**src/rtl/seq_divider_pkg.sv**
```systemverilog
// Shared definitions for the sequential divider and its neighbouring arithmetic blocks.
package seq_divider_pkg;

  localparam int unsigned DEFAULT_WIDTH = 4;

  typedef enum logic [1:0] {
    S_IDLE = 2'd0,
    S_RUN  = 2'd1,
    S_DONE = 2'd2
  } state_t;

  // Full-adder cell: returns {carry_out, sum}.
  function automatic logic [1:0] full_add(input logic a, input logic b, input logic ci);
    return {(a & b) | (a & ci) | (b & ci), a ^ b ^ ci};
  endfunction

endpackage

```
**src/rtl/seq_divider_trial_sub.sv**
```systemverilog
// Combinational (WIDTH+1)-bit trial subtraction rs - {0,d} built from full-adder cells.
module trial_sub
  import seq_divider_pkg::*;
#(
  parameter int unsigned WIDTH = DEFAULT_WIDTH
) (
  input  logic [WIDTH:0]   rs,
  input  logic [WIDTH-1:0] d,
  output logic [WIDTH-1:0] diff,
  output logic             borrow
);

  logic [WIDTH:0] carry;

  // Subtraction as rs + ~d + 1 rippled through the adder cells.
  assign carry[0] = 1'b1;

  for (genvar i = 0; i < WIDTH; i++) begin : g_cell
    assign {carry[i+1], diff[i]} = full_add(rs[i], ~d[i], carry[i]);
  end

  // Top bit sees the zero-extended divisor; its sum bit is the sign of the trial result.
  assign borrow = rs[WIDTH] ^ 1'b1 ^ carry[WIDTH];

endmodule

```
**src/rtl/seq_divider.sv**
```systemverilog
// Multi-cycle unsigned restoring divider: one quotient bit per clock, start/busy/done handshake.
module seq_divider
  import seq_divider_pkg::*;
#(
  parameter int unsigned WIDTH = DEFAULT_WIDTH
) (
  input  logic             clk,
  input  logic             rst,
  input  logic             start,
  input  logic [WIDTH-1:0] dividend,
  input  logic [WIDTH-1:0] divisor,
  output logic             busy,
  output logic             done,
  output logic [WIDTH-1:0] quotient,
  output logic [WIDTH-1:0] remainder,
  output logic             div_by_zero
);

  localparam int unsigned CW = $clog2(WIDTH + 1);

  state_t           state, state_nxt;
  logic [CW-1:0]    cnt;
  logic [WIDTH-1:0] q_reg;
  logic [WIDTH-1:0] d_reg;
  // Partial remainder; its extra top bit is provably always zero, so it is not stored.
  logic [WIDTH-1:0] r_reg;

  logic [WIDTH:0]   rs;
  logic [WIDTH-1:0] diff;
  logic             borrow;
  logic [WIDTH-1:0] r_nxt;
  logic [WIDTH-1:0] q_nxt;
  logic             last_iter;

  assign rs        = {r_reg, q_reg[WIDTH-1]};
  assign r_nxt     = borrow ? rs[WIDTH-1:0] : diff;
  assign q_nxt     = {q_reg[WIDTH-2:0], ~borrow};
  assign last_iter = (cnt == CW'(1));

  trial_sub #(.WIDTH(WIDTH)) u_trial_sub (
    .rs    (rs),
    .d     (d_reg),
    .diff  (diff),
    .borrow(borrow)
  );

  // Next-state logic; a start in DONE is accepted exactly as in IDLE.
  always_comb begin
    state_nxt = state;
    case (state)
      S_IDLE, S_DONE: begin
        if (start) state_nxt = (divisor == '0) ? S_DONE : S_RUN;
        else       state_nxt = S_IDLE;
      end
      S_RUN:   if (last_iter) state_nxt = S_DONE;
      default: state_nxt = S_IDLE;
    endcase
  end

  always_ff @(posedge clk or posedge rst) begin
    if (rst) state <= S_IDLE;
    else     state <= state_nxt;
  end

  // Datapath, counter and registered outputs.
  always_ff @(posedge clk or posedge rst) begin
    if (rst) begin
      cnt         <= '0;
      q_reg       <= '0;
      d_reg       <= '0;
      r_reg       <= '0;
      busy        <= 1'b0;
      done        <= 1'b0;
      quotient    <= '0;
      remainder   <= '0;
      div_by_zero <= 1'b0;
    end else begin
      busy <= (state_nxt == S_RUN);
      done <= (state_nxt == S_DONE);
      case (state)
        S_IDLE, S_DONE: begin
          if (start) begin
            if (divisor != '0) begin
              q_reg       <= dividend;
              d_reg       <= divisor;
              r_reg       <= '0;
              cnt         <= CW'(WIDTH);
              div_by_zero <= 1'b0;
            end else begin
              quotient    <= '1;
              remainder   <= dividend;
              div_by_zero <= 1'b1;
            end
          end
        end
        S_RUN: begin
          r_reg <= r_nxt;
          q_reg <= q_nxt;
          cnt   <= cnt - CW'(1);
          if (last_iter) begin
            quotient  <= q_nxt;
            remainder <= r_nxt;
          end
        end
        default: ;
      endcase
    end
  end

endmodule

```
**config.mk**
```make
export PLATFORM = sky130hd
export DESIGN_NAME = seq_divider
export DESIGN_NICKNAME = d
export VERILOG_FILES = /design/src/rtl/seq_divider_pkg.sv /design/src/rtl/seq_divider_trial_sub.sv /design/src/rtl/seq_divider.sv
export SDC_FILE = /design/constraint.sdc
export NUM_CORES = 1
export LEC_CHECK = 0
export ABC_AREA = 1
export CAP_MARGIN = 20
export CORE_MARGIN = 2
export CORE_UTILIZATION = 44
export CTS_CLUSTER_SIZE = 12
export DETAILED_ROUTE_END_ITERATION = 7
export PLACE_DENSITY = 0.78
export SLEW_MARGIN = 20
export SYNTH_ARGS = -nofsm -noshare
export SYNTH_HDL_FRONTEND = slang
export SYNTH_SLANG_ARGS = --single-unit
```
**constraint.sdc**
```tcl
create_clock -name clk -period 3 [get_ports clk]
set_clock_uncertainty 0.15 [all_clocks]
set_input_delay 0.3 -clock clk [delete_from_list [all_inputs] [get_ports clk]]
set_output_delay 0.3 -clock clk [all_outputs]
set_load 0.02 [all_outputs]
```
-- Word level (Yosys, flattened, before mapping)
Cells that the tools add are included.
- bitwise operators: 33
- add/subtract/negate cells: 1
- equality and inequality tests: 9
- muxes and demuxes: 23
- reductions and logical operators: 9
- operators by type and width (kind ; count):
    $mux W4 ; 11
    $pmux W4 S2 ; 4
    $and A1 B1 Y1 ; 10
    $ne A2 B2 Y1 const B ; 4
    $or A1 B1 Y1 ; 8
    $xor A1 B1 Y1 ; 8
    $not A1 Y1 ; 7
    $mux W2 ; 3
    $mux W3 ; 2
    $pmux W3 S2 ; 1
    $reduce_and A3 Y1 ; 2
    $eq A2 B1 Y1 const B ; 2
    $eq A2 B2 Y1 const B ; 2
    $logic_not A4 Y1 ; 1
    $pmux W2 S2 ; 1
    $reduce_and A4 Y1 ; 1
    $reduce_bool A4 Y1 ; 1
    $eq A3 B1 Y1 const B ; 1
    $sub A3 B1 Y3 const B ; 1
    $logic_not A2 Y1 ; 1
    $reduce_and A2 Y1 ; 1
    $reduce_bool A2 Y1 ; 1
    $reduce_or A2 Y1 ; 1
    $mux W1 ; 1
- word-level logic and storage cells: 85
- output and inout bits: 11
- register bits: 28

-- Logic depth before layout (Yosys ltp)
Gate-level depths: netlist of the first run.
- depth after elaboration: 17
- depth in mapped cells: 14
- depth with buffers taken out: 14

-- Hierarchy
Synthesis of the first run repeated with hierarchy kept, for this count alone.
- cells, all modules: 175
- area total of the unflattened synthesis: 1455.1 µm²
- modules (own cells, without submodules) (module ; area an instance (µm²) ; sequential area each (µm²) ; cells an instance ; instances):
    seq_divider ; 1333.8 ; 700.7 ; 158 ; 1
    trial_sub ; 121.4 ; 0.0 ; 17 ; 1

-- Least setup slack after synthesis of the first run
Ideal clock, no wire load.
- kind: reg2reg
- start: register q_reg[3]
- end: register r_reg[1]
- cell stages (with the launch flop): 13
- setup time: 124 ps
- arrival time: 2036 ps
- period minus slack after synthesis: 2309 ps
- slack: 691 ps
- data required time: 2726 ps
- cells stage by stage: dfrtp_1 > inv_1 > ha_1 > inv_1 > fa_1 > inv_1 > fa_1 > fa_1 > nand2_1 > nand2_1 > nand3_1 > nand2_1 > o21bai_2
- cells in the longest elaborated chain, start to end: 15
- elaborated cells on any way between the ends: 19
- RTL lines (item ; RTL line ; source):
    start: declaration ; seq_divider.sv:23 ; logic [WIDTH-1:0] q_reg;
    start signal: assignment ; seq_divider.sv:84 ; q_reg <= dividend;
    start signal: assignment ; seq_divider.sv:98 ; q_reg <= q_nxt;
    $and A1 B1 Y1 ; seq_divider_pkg.sv:14 ; return {(a & b) | (a & ci) | (b & ci), a ^ b ^ ci};
    $or A1 B1 Y1 (*) (2 in series) ; seq_divider_pkg.sv:14 ;
    $and A1 B1 Y1 ; seq_divider_pkg.sv:14 ;
    $or A1 B1 Y1 (2 in series) ; seq_divider_pkg.sv:14 ;
    $and A1 B1 Y1 ; seq_divider_pkg.sv:14 ;
    $or A1 B1 Y1 (2 in series) ; seq_divider_pkg.sv:14 ;
    $and A1 B1 Y1 ; seq_divider_pkg.sv:14 ;
    $or A1 B1 Y1 (2 in series) ; seq_divider_pkg.sv:14 ;
    $xor A1 B1 Y1 ; seq_divider_trial_sub.sv:23 ; assign borrow = rs[WIDTH] ^ 1'b1 ^ carry[WIDTH];
    $mux W4 (*) ; seq_divider.sv:36 ; assign r_nxt = borrow ? rs[WIDTH-1:0] : diff;
    $pmux W4 S2 (*) ; seq_divider.sv:80 ; case (state)
    end signal: assignment ; seq_divider.sv:97 ; r_reg <= r_nxt;
    end: declaration ; seq_divider.sv:26 ; logic [WIDTH-1:0] r_reg;
Mark *: on every way between the ends. The rest lies on a longest branch, timed or not.
A chain may end at the register's enable or synchronous reset.

-- Worst setup path after layout of the first run
- start: register q_reg[3]
- end: register remainder[0]
- cells in the longest elaborated chain, start to end: 16
- elaborated cells on any way between the ends: 21
- RTL lines (item ; RTL line ; source):
    $and A1 B1 Y1 ; seq_divider_pkg.sv:14 ;
    $or A1 B1 Y1 (2 in series) ; seq_divider_pkg.sv:14 ;
    $and A1 B1 Y1 ; seq_divider_pkg.sv:14 ;
    $or A1 B1 Y1 (2 in series) ; seq_divider_pkg.sv:14 ;
    $and A1 B1 Y1 ; seq_divider_pkg.sv:14 ;
    $or A1 B1 Y1 (2 in series) ; seq_divider_pkg.sv:14 ;
    $and A1 B1 Y1 ; seq_divider_pkg.sv:14 ;
    $or A1 B1 Y1 (2 in series) ; seq_divider_pkg.sv:14 ;
    $xor A1 B1 Y1 ; seq_divider_trial_sub.sv:23 ;
    $mux W4 (*) ; seq_divider.sv:36 ;
    $mux W4 (*) ; seq_divider.sv:100 ; if (last_iter) begin
    $pmux W4 S2 (*) ; seq_divider.sv:80 ;
    end signal: assignment ; seq_divider.sv:91 ; remainder <= dividend;
    end signal: assignment ; seq_divider.sv:102 ; remainder <= r_nxt;
    end: declaration ; seq_divider.sv:15 ; output logic [WIDTH-1:0] remainder,
Mark *: on every way between the ends. The rest lies on a longest branch, timed or not. The select of a mux whose other input is x is not followed.

==> impl_metrics.csv, run 1 <==
group,metric,value,unit
status,outcome,"finished clean",
power_and_ir_drop,switching_share,45.2,%
cts,postCtsSetupBuffers,0,
synth,synth_warnings,0,
synth,synth_top_area_share,47.7,%
power_and_ir_drop,peakVddDrop,0.575,mV
power_and_ir_drop,power_frac_seq,34.1,%
detailed_routing,wl,2610,um
place,gp_congestion,0.860,
cts,cts_tree,"built",
finish,final_area,1710,um^2
finish,drive_gt1_share,13.9,%
synth,synth_area,1470,um^2
power_and_ir_drop,power_density,1130,nW/um^2
synth,synth.area.top_cells,"dfrtp_1 48%, nand2_1 8.4%, nor2_1 6.1%",
critical_path,r2r-start,"q_reg[3]$_DFFE_PP0P_",
synth,synth_top_family_by_area,"simple AND/OR/NAND/NOR gates",
critical_path,critPathCaptureType,"flop",
finish,areaGrowthSynthToFinish,16.3,%
sta,worst_pin_slew,0.354,ns
grt,grt_first_pass_wirelength,4800,um
sta,drv_slew,0,
synth,synth_seq_cells,28,
synth,syn_nets,177,
sta,setup_viol,0,
synth,ys_top_cells_by_count,"33 x nand2_1, 28 x dfrtp_1, 24 x nor2_1",
cts,cts_buffer_depth,2,
critical_path,critPathArrivalTime,2.65,ns
place,dpl-instance-area,1680,um^2
synth,synth_mux_area_share,0,%
synth,synth_cells,160,
critical_path,r2r_end,"remainder[0]$_DFFE_PP0P_",
place,io_buffers,21,
sta,tns,0,ns
synth,synth_edf_count,0,
critical_path,cp-start-kind,"flop",
detailed_routing,first_pass_iters,4,
floorplanning,die_area,3810,um^2
synth,synth_compound_area_share,10.3,%
synth,ys_async_sr_fraction,100,%
sta,hold_violations,0,
cts,insertion_delay,0.32,ns
cts,cts_made_buffers,3,
cts,cts_sinks,28,
detailed_routing,antenna_left,0,
synth,synth_xor_xnor_area_share,0.597,%
synth,synth-seq-area-share,47.7,%
synth,synth-simple-area-share,25.7,%
synth,synth_adder_area_share,6.65,%
cts,cts_max_level,1,
floorplanning,rows,20,
cts,clk_pin_slew,0.14,ns
cts,postCtsHoldBufs,0,
detailed_routing,routedWlPerCell,11.7,um
place,place_ws,0.498,ns
sta,clock.fmax,395,MHz
sta,relSlewSlack,76.4,%
critical_path,r2r_slack,0.47,ns
sta,period_needed,2.53,ns
worst_hold_path,holdCritPathClass,"in -> async",
finish,fin_cells,224,
detailed_routing,drt_iter0_drc,31,
grt,grt_pass1_vias,1114,
power_and_ir_drop,internal_power,1.06,mW
cts,clock-root-buffer,"clkbuf_4",
critical_path,path_max_fanout,5,
detailed_routing,vias,1086,
grt,grt_max_degree,29,
detailed_routing,route.detailed.drc,0,
sta,finalCritPeriodShare,84.5,%
floorplanning,coreArea,3100,um^2
synth,synth_ff_type,"dfrtp_1",
place,dp_cells,221,
flow_run,max_cap_violations,0,
place,dp_hpwl,2060,um
power_and_ir_drop,pwr-share-clk,7.7,%
finish,finalNetCount,199,
sta,rsz0062_at_grt,"no",
floorplanning,die_x,61.8,um
cts,post_cts_resized,0,
grt,grt.total_usage,16.8,%
synth,synth_most_common_cell,"nand2_1",
finish,antenna_cells,0,
grt,antenna_found_initial,0,
floorplanning,start_util,47.3,%
floorplanning,dieHeight,61.8,um
critical_path,path_class,"reg -> reg",
power_and_ir_drop,pwr-share-comb,58.2,%
detailed_routing,viasPerCell,4.85,
grt,grt-ovfl-total,0,
finish,fin_util,55.0,%
floorplanning,ioPinCount,22,
critical_path,worstPathRequired,3.11,ns
power_and_ir_drop,p_leak,0.831,nW
synth,synth_largest_area_cell,"dfrtp_1",
synth,syn_avg_cell_area,9.17,um^2
power_and_ir_drop,p_sw,0.872,mW
synth,synthDistinctLibCells,25,
sta,layout_setup_ws,0.466,ns
critical_path,r2r_cells,14,
-- worst max-delay path: stages, from the launching register on --
cell	delay, ns
dfrtp_1	0.37
inv_1	0.07
ha_1	0.19
inv_1	0.06
fa_1	0.15
inv_1	0.05
fa_1	0.38
fa_1	0.42
inv_1	0.09
nand2_1	0.06
nand2_1	0.15
nand3_1	0.12
nand2_1	0.09
nor2_1	0.05
nor2_1	0.09
-- logic make-up after synthesis --
| group | Yosys count |
|---|---|
| buffers and inverters | 25 |
| AND/OR/NAND/NOR | 80 |
| flip-flops | 28 |
| adder cells (fa/ha/maj) | 6 |
| XOR/XNOR | 1 |
| AO/OA/AOI/OAI | 20 |
-- cells in the final DEF, fill, tap and decap left out --
cell / count
ha_1: 3
dfrtp_1: 28
o21bai_2: 3
a21oi_2: 1
nor2_1: 24
nor2_2: 1
inv_1: 18
buf_4: 1
nor2_4: 1
xnor2_1: 1
nor2_8: 1
nand2_1: 33
nand3_1: 14
fa_1: 3
clkdlybuf4s50_1: 21
nand2_4: 3
o22ai_2: 1
o21a_1: 1
o21ai_2: 5
nand2_2: 2
inv_2: 2
o21ai_0: 4
clkbuf_4: 3
a21oi_1: 5
nand3_2: 1
-- worst max-delay path by stage --
| stage | from | endpoint | slack [ns] | cells after the start |
|---|---|---|---|---|
| final | q_reg[3]$_DFFE_PP0P_ | remainder[0]$_DFFE_PP0P_ | 0.47 | 14 |
| after global routing | q_reg[3]$_DFFE_PP0P_ | remainder[2]$_DFFE_PP0P_ | 0.27 | 14 |
| after CTS | q_reg[3]$_DFFE_PP0P_ | remainder[0]$_DFFE_PP0P_ | 0.47 | 14 |
| after detailed placement | q_reg[3]$_DFFE_PP0P_ | r_reg[2]$_DFFE_PP0P_ | 0.50 | 12 |
| after global placement | q_reg[3]$_DFFE_PP0P_ | r_reg[3]$_DFFE_PP0P_ | 0.60 | 12 |
| after floorplan | q_reg[3]$_DFFE_PP0P_ | r_reg[1]$_DFFE_PP0P_ | 0.69 | 12 |
-- power groups by stage --
stage	logic (mW)	registers [mW]	clock network, mW
6_report	1.12	0.658	0.149
5_1_grt	1.28	0.683	0.170
4_1_cts	1.13	0.661	0.155
2_1_floorplan	0.812	0.733	0
3_3_place_gp	1.08	0.663	0
3_5_place_dp	1.13	0.671	0
-- area by class of cell --
cell class	count	area, um^2
fillers	318	1400
flip-flops and latches	28	701
multi-input cells	107	636
repair buffers	22	218
inverters	20	75.1
well taps	44	55.1
clock buffers	3	22.5
-- per-stage QoR --
step                      total power [mW]  hold WS, ns
final                                 1.93        0.169
after global routing                  2.13        0.202
after CTS                             1.95        0.183
after detailed placement              1.80        0.332
after global placement                1.75        0.324
after floorplan                       1.54        0.215
-- routing by layer --
metal	GRT usage [%]	part of all wire, %	up-vias
li1	-	-	536
met1	21.2	44	522
met5	0	0	-
met3	3.73	3.6	5
met4	5.47	1.1	0
met2	28.9	52	23
No activity file was read; power rests on OpenSTA's default activity.
==> inputs of run 2 (changes only) <==
clock period = 2.6 ns   (was 3 ns; I/O delays follow)
==> run 2 against run 1 <==
- non-clock buffer count rose by 1
- global-route usage shrank 1.0 points
- fmax rose by 2.1%
- worst setup slack lost 0.35 ns
- worst hold slack got worse by 0.044 ns
- clock-buffer cell count is 1 higher
- register-to-register slack worse by 0.35 ns
- flip-flop and latch count did not move
- critical path depth fell by 2
- wire length up 3.6%
- combinational power up 22%
- largest cell class unchanged
- largest power group unchanged
- highest routed layer is now met3
==> impl_metrics.csv, run 2 (synthesized netlist as in run 1, its figures left out) <==
group,metric,value,unit
finish,nFillCells,316,
sta,hold_violations,0,
grt,grt_max_degree,29,
critical_path,crit_slowest_cell,"fa_2",
floorplanning,die_x,61.8,um
sta,clock.fmax,403,MHz
floorplanning,die_area,3810,um^2
grt,grt_pass1_vias,1058,
floorplanning,rows,20,
place,place_ws,0.0600,ns
cts,cts_sinks,28,
critical_path,max_stage_delay,0.40,ns
grt,grt_first_pass_wirelength,4530,um
critical_path,path_max_fanout,5,
critical_path,r2r-start,"q_reg[3]$_DFFE_PP0P_",
grt,grt-ovfl-total,0,
power_and_ir_drop,p_leak,0.840,nW
critical_path,r2r_slack,0.12,ns
detailed_routing,antenna_left,0,
finish,layout_common_cells,"31 x nand2_1, 28 x dfrtp_1, 24 x nor2_1, 21 x clkdlybuf4s50_1, 17 x inv_1",
finish,final_area,1740,um^2
floorplanning,coreArea,3100,um^2
floorplanning,ioPinCount,22,
sta,setup_viol,0,
detailed_routing,first_pass_iters,4,
cts,insertion_delay,0.32,ns
critical_path,path_class,"reg -> reg",
cts,clock-root-buffer,"clkbuf_4",
critical_path,critPathCaptureType,"flop",
finish,antenna_cells,0,
detailed_routing,routedWlPerCell,12.0,um
sta,worst_pin_slew,0.353,ns
cts,clk_pin_slew,0.15,ns
critical_path,cp_common_cell,"inv_1",
detailed_routing,vias,1101,
sta,finalCritPeriodShare,95.4,%
critical_path,crit_chain,"inv_1 > ha_1 > inv_1 > fa_1 > inv_1 > fa_2 > fa_2 > nand2_1 > nand2_2 > nand3_1 > nand2_1 > o21bai_2",
grt,grt.total_usage,15.8,%
cts,cts_buffer_depth,2,
finish,fin_util,56.0,%
detailed_routing,wl,2710,um
detailed_routing,viasPerCell,4.87,
power_and_ir_drop,power_density,1340,nW/um^2
flow_run,max_cap_violations,0,
place,io_buffers,21,
detailed_routing,drt_iter0_drc,42,
sta,period_needed,2.48,ns
critical_path,setup.worst_path.end,"r_reg[2]$_DFFE_PP0P_",
critical_path,worstPathRequired,2.67,ns
worst_hold_path,holdCritPathClass,"in -> async",
grt,antenna_found_initial,0,
sta,layout_setup_ws,0.118,ns
detailed_routing,route.detailed.drc,0,
critical_path,r2r_end,"r_reg[2]$_DFFE_PP0P_",
cts,cts_made_buffers,3,
sta,drv_slew,0,
power_and_ir_drop,fin_total_pwr,2.34,mW
cts,postCtsHoldBufs,0,
critical_path,cp-start-kind,"flop",
critical_path,crit_start,"q_reg[3]$_DFFE_PP0P_",
finish,final_common_cell,"nand2_1",
floorplanning,start_util,47.3,%
sta,relSlewSlack,76.5,%
power_and_ir_drop,peakVddDrop,0.644,mV
status,outcome,"finished clean",
finish,areaGrowthSynthToFinish,18.4,%
place,dpl-instance-area,1680,um^2
cts,cts_max_level,1,
floorplanning,dieHeight,61.8,um
finish,drive_gt1_share,17.6,%
critical_path,r2r_cells,12,
critical_path,critPathArrivalTime,2.56,ns
finish,finalNetCount,200,
cts,cts_tree,"built",
place,gp_congestion,0.858,
place,dp_hpwl,2070,um
==> run 2: cell types whose count changed in the layout (fill, tap and decap cells not counted), sizes merged <==
cell and delta:
buf +1, clkbuf +1
==> run 2: worst max-delay path, delay by kind of cell, from the launching register on <==
kind / cells / cell delay [ns]
fa+ha+maj: 4 / 1.11
simple gates: 4 / 0.38
flops: 1 / 0.38
buf+inv: 3 / 0.19
compound gates: 1 / 0.18
==> run 2: through the flow <==
stage	hold slack, ns	instances	TNS (ns)
2_1_floorplan	0.175	160	0
3_3_place_gp	0.325	221	0
3_5_place_dp	0.332	221	0
4_1_cts	0.135	225	0
5_1_grt	0.155	226	-0.0160
6_report	0.125	226	0
==> run 2: how the worst min path moves through the flow <==
stage / cells after the start / slack (ns) / end / startpoint
floorplan: 1 / 0.18 / busy$_DFF_PP0_ / rst
global placement: 2 / 0.32 / d_reg[0]$_DFFE_PP0P_ / d_reg[0]$_DFFE_PP0P_
detailed placement: 2 / 0.33 / d_reg[0]$_DFFE_PP0P_ / d_reg[0]$_DFFE_PP0P_
CTS: 3 / 0.13 / div_by_zero$_DFFE_PP0P_ / rst
global route: 3 / 0.16 / busy$_DFF_PP0_ / rst
finish: 3 / 0.13 / div_by_zero$_DFFE_PP0P_ / rst
==> run 2: report_power, final <==
part	internal [mW]	switching, mW	total (mW)
clock network	0.0855	0.121	0.207
registers	0.639	0.123	0.762
logic	0.568	0.801	1.37
==> run 2: metal layers <==
metal / vias up / routed length, um / share of wire [%] / GRT usage, %
met2: 25 / 1410 / 52 / 28.0
met1: 533 / 1190 / 44 / 20.9
met4: 0 / 0 / 0 / 3.65
met5: - / 0 / 0 / 0
li1: 543 / - / - / -
met3: 0 / 114 / 4.2 / 1.86
==> run 2: final cells by class <==
cell class | instances | area [um^2] | area share, %
tap | 44 | 55.1 | 3.17
sequential | 28 | 701 | 40.3
clock buffer | 4 | 36.3 | 2.09
inverter | 20 | 75.1 | 4.32
multi-input combinational | 107 | 646 | 37.1
timing repair buffer | 23 | 225 | 13.0
==> run 2: timing repair <==
item / CTS / global route
endpoints found under the setup margin: 0 / 10
resized for setup: 0 / 5
buffers inserted: 0 / 1
